`src/rtl/ram_loader.sv`:
```
// rtl/ram_loader.sv - packs an 8-bit byte stream into 64-bit words and writes them to the data RAM wide port.
// Optional byte checksum accumulator: define RAM_LOADER_CHECKSUM_EN.
module ram_loader #(
    parameter int WORDS  = 128,
    parameter int ADDR_W = 7
) (
    input  logic              clk,
    input  logic              rst,
    input  logic              start,
    input  logic              in_valid,
    input  logic [7:0]        in_data,
    output logic              in_ready,
    output logic              mode,
    output logic              we,
    output logic [ADDR_W-1:0] ext_addr,
    output logic [63:0]       ext_data,
    output logic              busy,
    output logic              done,
    output logic [7:0]        checksum
);

    typedef enum logic [1:0] {IDLE, FILL, WRITE, DONE} state_t;

    localparam logic [ADDR_W-1:0] LAST_ADDR = ADDR_W'(WORDS - 1);

    state_t            state;
    logic [2:0]        byte_cnt;
    logic [ADDR_W-1:0] addr;
    logic [63:0]       shreg;

    // The shift register only moves in FILL, so it holds the packed word through WRITE.
    assign ext_data = shreg;
    assign ext_addr = addr;

    always_ff @(posedge clk or posedge rst) begin
        if (rst) begin
            state    <= IDLE;
            byte_cnt <= '0;
            addr     <= '0;
            shreg    <= '0;
            in_ready <= 1'b0;
            mode     <= 1'b0;
            we       <= 1'b0;
            busy     <= 1'b0;
            done     <= 1'b0;
        end else begin
            case (state)
                IDLE: begin
                    if (start) begin
                        state    <= FILL;
                        byte_cnt <= '0;
                        addr     <= '0;
                        in_ready <= 1'b1;
                        mode     <= 1'b1;
                        busy     <= 1'b1;
                    end
                end
                FILL: begin
                    if (in_valid) begin
                        shreg    <= {shreg[55:0], in_data};
                        byte_cnt <= byte_cnt + 3'd1;
                        if (byte_cnt == 3'd7) begin
                            state    <= WRITE;
                            in_ready <= 1'b0;
                            we       <= 1'b1;
                        end
                    end
                end
                WRITE: begin
                    we <= 1'b0;
                    if (addr == LAST_ADDR) begin
                        state <= DONE;
                        done  <= 1'b1;
                    end else begin
                        addr     <= addr + 1'b1;
                        state    <= FILL;
                        in_ready <= 1'b1;
                    end
                end
                DONE: begin
                    state <= IDLE;
                    done  <= 1'b0;
                    mode  <= 1'b0;
                    busy  <= 1'b0;
                end
                default: state <= IDLE;
            endcase
        end
    end

`ifdef RAM_LOADER_CHECKSUM_EN
    logic [7:0] sum;

    always_ff @(posedge clk or posedge rst) begin
        if (rst) begin
            sum <= '0;
        end else if (state == IDLE && start) begin
            sum <= '0;
        end else if (state == FILL && in_valid) begin
            sum <= sum + in_data;
        end
    end

    assign checksum = sum;
`else
    assign checksum = 8'd0;
`endif

endmodule

```
`config.mk`:
```
export PLATFORM = sky130hd
export DESIGN_NAME = ram_loader
export DESIGN_NICKNAME = d
export VERILOG_FILES = /design/src/rtl/ram_loader.sv
export SDC_FILE = /design/constraint.sdc
export NUM_CORES = 1
export LEC_CHECK = 0
export ABC_AREA = 1
export BUFFER_PORTS_ARGS = -buffer_cell sky130_fd_sc_hd__buf_4
export CAP_MARGIN = 20
export CORE_AREA = 4 4 87 89
export CTS_CLUSTER_DIAMETER = 80
export DETAILED_ROUTE_END_ITERATION = 10
export DIE_AREA = 0 0 91 93
export PLACE_DENSITY = 0.85
export SLEW_MARGIN = 40
export SYNTH_ARGS = -nofsm -noshare
export SYNTH_HDL_FRONTEND = slang
export SYNTH_SLANG_ARGS = --single-unit
```
`constraint.sdc`:
```
create_clock -name clk -period 3.1 [get_ports clk]
set_input_delay 0.775 -clock clk [delete_from_list [all_inputs] [get_ports clk]]
set_output_delay 0.775 -clock clk [all_outputs]
set_load 0.01 [all_outputs]
```
-- Word level (Yosys, flattened, before mapping)
Cells that the tools add are included.
- $mul: 0
- reduce and logical (&&, ||, !) cells: 15
- shift operators: 0
- divide/modulo/power cells: 0
- equal/unequal tests: 10
- order comparisons: 0
- bitwise logic cells: 0
- add/subtract/negate cells: 2
- mux-type cells: 22
- operators with widths (cell ; number):
    $mux W7 ; 2
    $pmux W7 S2 ; 1
    $reduce_and A3 Y1 ; 4
    $ne A2 B2 Y1 const B ; 5
    $reduce_bool A2 Y1 ; 5
    $mux W2 ; 4
    $pmux W2 S4 ; 1
    $add A7 B1 Y7 const B ; 1
    $eq A7 B7 Y1 const B ; 1
    $mux W1 ; 7
    $mux W3 ; 2
    $pmux W1 S2 ; 3
    $pmux W3 S2 ; 1
    $reduce_and A2 Y1 ; 3
    $reduce_and A5 Y1 ; 1
    $eq A2 B2 Y1 const B ; 2
    $add A3 B1 Y3 const B ; 1
    $eq A3 B3 Y1 const B ; 1
    $pmux W1 S3 ; 1
    $reduce_bool A3 Y1 ; 1
    $eq A2 B1 Y1 const B ; 1
    $logic_not A2 Y1 ; 1
- memories kept: 0
- output and inout port bits: 84
- bits in writable memories: 0
- latch bits: 0
- word-level logic and storage cells: 57
- register bits: 80
- memory bits (read-only): 0
- input port bits: 12

-- Longest topological paths before layout
- depth after elaboration: 4
- gate-level depth with buffers: 8
- mapped depth without buffers: 8

-- Least setup slack after synthesis
Ideal clock, no wire load.
- path type: input -> register
- start point: input in_valid
- end point: register shreg[50], in the netlist ext_data[50]
- stages: 5
- setup time: 0.065 ns
- required time: 3.035 ns
- setup slack: 1.717 ns
- arrival: 1.318 ns
- path buffers: 2
- cell sequence: nand2_4 buf_2 buf_2 nand2_1 nand2_1
- word-level cells in the longest chain between the ends: 1
- ends and longest elaborated chain (what ; line ; RTL):
    start: declaration ; 10 ; input logic in_valid,
    $reduce_and A2 Y1 (no line) ; - ;
    end signal: assignment ; 60 ; shreg <= {shreg[55:0], in_data};
    end: declaration ; 29 ; logic [63:0] shreg;
Every way passes these cells.
A chain may end at the register's enable or synchronous reset.

-- Final worst setup path
- start point: register state[0]
- end point: register shreg[38], in the netlist ext_data[38]
- word-level cells in the longest chain between the ends: 2
- ends and longest elaborated chain (what ; line ; RTL):
    start: declaration ; 26 ; state_t state;
    start signal: assignment ; 37 ; state <= IDLE;
    start signal: assignment ; 50 ; state <= FILL;
    start signal: assignment ; 63 ; state <= WRITE;
    $eq A2 B1 Y1 ; 47 ; case (state)
    $reduce_and A2 Y1 (no line) ; - ;
Every way passes these cells.

==> results.md <==
- Crit Reg-Reg Startpoint: state[0]$_DFFE_PP0P_
- Seq cells post-synth: 80
- Antenna Cells: 0
- Dominant cell type by area after synthesis: dfrtp_1
- Final wirelength: 7126 um
- Chip height: 93 um
- Pins Over Slew Limit: 0
- Post-route DRC: 0
- Arrival @ worst endpoint: 2.05 ns
- Post-synth top area share: 59.41%
- Yosys warning total: 0
- WS Path Type: flip-flop to flip-flop
- Drt pass-1 iters: 4
- Area after DPL: 0.004031 mm2
- Synth cell types: 23
- 1st-iter DRT viols: 92
- Setup Buffers After CTS: 0
- Worst flop-to-flop path endpoint: ext_data[38]$_DFFE_PP0P_
- P_leak: 2.251 nW
- Skew-Pair Late Insertion Delay: 0.34 ns
- Tot GR Track Use: 17.67%
- Worst-path clk slew: 0.07 ns
- GPL Wtd Cong: 0.7654
- Shortest period the worst path allows: 1.782 ns
- RSZ-0062 raised after global routing: no
- Skew final: 0.009147 ns
- Root buffer cell: clkbuf_8
- Die area: 0.008463 mm2
- Startpoint Class: flip-flop
- CTS tree: done
- Status: finished, final reports clean
- Vias/cell: 4.884
- CTS sink count: 80
- Largest cells by area after synthesis: dfrtp_1 59%, nand2_1 13%, o21ai_0 5.1%
- Final WS setup: 1.318 ns
- Cell area after synthesis: 0.003369 mm2
- Worst slew pin tran: 0.6641 ns
- FILL cells: 561
- Number of cell rows: 30
- Core area: 0.006756 mm2
- Non-Filler Instances: 533
- First-pass GRT wire length: 11,780 um
- Hold Crit Class: flip-flop to flip-flop
- Cell total after placement: 518
- VDD IR max: 0.6833 mV
- Die width: 91 um
- Largest net degree at the start of global routing: 70
- CP Data Required Time: 3.36 ns
- IO Port Bufs: 87
- DR vias: 2,603
- Commonest non-fill, non-tap cell in the layout: nand2_1
- Initial antenna violation count: 0
- Max-cap viol count: 0
- Sequential element share of the synthesized area: 59.41%
- DP Worst Slack: 1.115 ns
- Synth Instances: 362
- Resized Gates After CTS: 0
- Bufs on Longest Clock Path: 2
- WHS: 0.4841 ns
- CP Capture Type: flip-flop
- Total negative slack: 0 ns
- Reg2reg setup slack: 1.32 ns
- Cells on worst reg2reg path: 7
- Initial core utilization: 49.87%
- Rel. slew slack: 55.68%
- Post-route cell area: 0.004252 mm2
- CP Launch Point: state[0]$_DFFE_PP0P_
- DP HPWL: 5113 um
- Hold Fails Final Rpt: 0
- Crit path max fanout: 28
- Setup crit end: ext_data[38]$_DFFE_PP0P_
- Share of post-route cells with drive strength above 1: 29.58%
- Grt total ovfl: 0
- Vias in the first global route: 2,508
- Avg WL per Cell: 13.37 um
- PwrDens: 1038 mW/mm2
- Hold_buf cts: 0
- Layout net count: 464
- H-tree depth: 3
- Top-Level Pins: 96
- Mapped Avg Cell Area: 9.308 um2
- Final ANT Viol Nets: 0
- Setup violators final: 0
- FMAX: 561.2 MHz
- Final period util: 57.48%
- Most frequent cells in the layout: 119 x nand2_1, 91 x buf_4, 80 x dfrtp_1, 34 x inv_1, 34 x o21ai_0
- TritonCTS Buffers: 9
- Syn-to-layout area delta: 26.18%
where the power goes:
group | switching [mW] | internal (mW) | total, mW
Combinational | 0.940 | 0.798 | 1.74
Clock | 0.352 | 0.492 | 0.845
Sequential | 0.348 | 1.48 | 1.83
critical path, stage by stage, from the launching register on:
cell	delay, ns
dfrtp_1	0.46
inv_2	0.11
nor2_8	0.13
nand2_4	0.06
inv_2	0.43
buf_4	0.35
nand2_1	0.08
o21ai_0	0.07
logic make-up (layout without fill, tap and decap cells):
| family | Yosys count | count (layout) | share of synthesized area (%) |
|---|---|---|---|
| buffers and inverters | 61 | 145 | 9.246 |
| other | 1 | 8 | 0.1113 |
| DFF | 80 | 80 | 59.41 |
| adders and majority gates | 3 | 3 | 1.114 |
| and+or+nand+nor | 157 | 157 | 19.98 |
| AOI/OAI and AO/OA | 59 | 59 | 9.877 |
| xor gates and xnor gates | 1 | 1 | 0.2600 |
worst min-delay path by stage:
stage | from | to | slack, ns | depth (start not counted)
after floorplan | byte_cnt[0]$_DFFE_PP0P_ | byte_cnt[0]$_DFFE_PP0P_ | 0.47 | 1
after global placement | ext_data[59]$_DFFE_PP0P_ | ext_data[59]$_DFFE_PP0P_ | 0.47 | 2
after detailed placement | ext_data[63]$_DFFE_PP0P_ | ext_data[63]$_DFFE_PP0P_ | 0.47 | 2
after CTS | ext_data[63]$_DFFE_PP0P_ | ext_data[63]$_DFFE_PP0P_ | 0.49 | 2
after global routing | ext_data[63]$_DFFE_PP0P_ | ext_data[63]$_DFFE_PP0P_ | 0.51 | 2
final | ext_data[63]$_DFFE_PP0P_ | ext_data[63]$_DFFE_PP0P_ | 0.48 | 2
sequential cells by signal (all words and copies together), names as in the netlist:
register	count
byte_cnt	3
in_ready	1
ext_data	64
ext_addr	7
busy	1
done	1
we	1
state	2
metal layers:
metal,vias up,track usage [%],share of wire [%]
li1,1290,-,-
met1,1222,21.44,43
met2,78,27.77,46
met3,13,6.356,8.9
met4,0,9.296,2.2
met5,-,0,0
cell type report:
type / count / area [um2] / share of cell area [%]
Multi-Input combinational cell: 228 / 1082 / 25.46
Sequential cell: 80 / 2002 / 47.09
Tap cell: 80 / 100.1 / 2.354
Clock inverter: 3 / 65.06 / 1.530
Inverter: 38 / 143.9 / 3.384
Timing Repair Buffer: 92 / 703.2 / 16.54
Clock buffer: 12 / 155.1 / 3.649
synthesized netlist by cell type (all sizes together):
cell type,n
or2,1
nand4,2
nand2,130
nand3,16
xnor2,1
nor2,8
ha,3
o21ai,56
inv,38
a21oi,3
conb,1
clkbuf,5
dfrtp,80
buf,18
stage by stage:
stage	utilization [%]	power, mW
finish	62.93	4.412
global route	62.93	4.744
CTS	62.93	4.471
detailed placement	59.67	3.611
global placement	59.67	3.540
floorplan	-	2.762
Note: power is estimated with default switching activity, not from simulation.
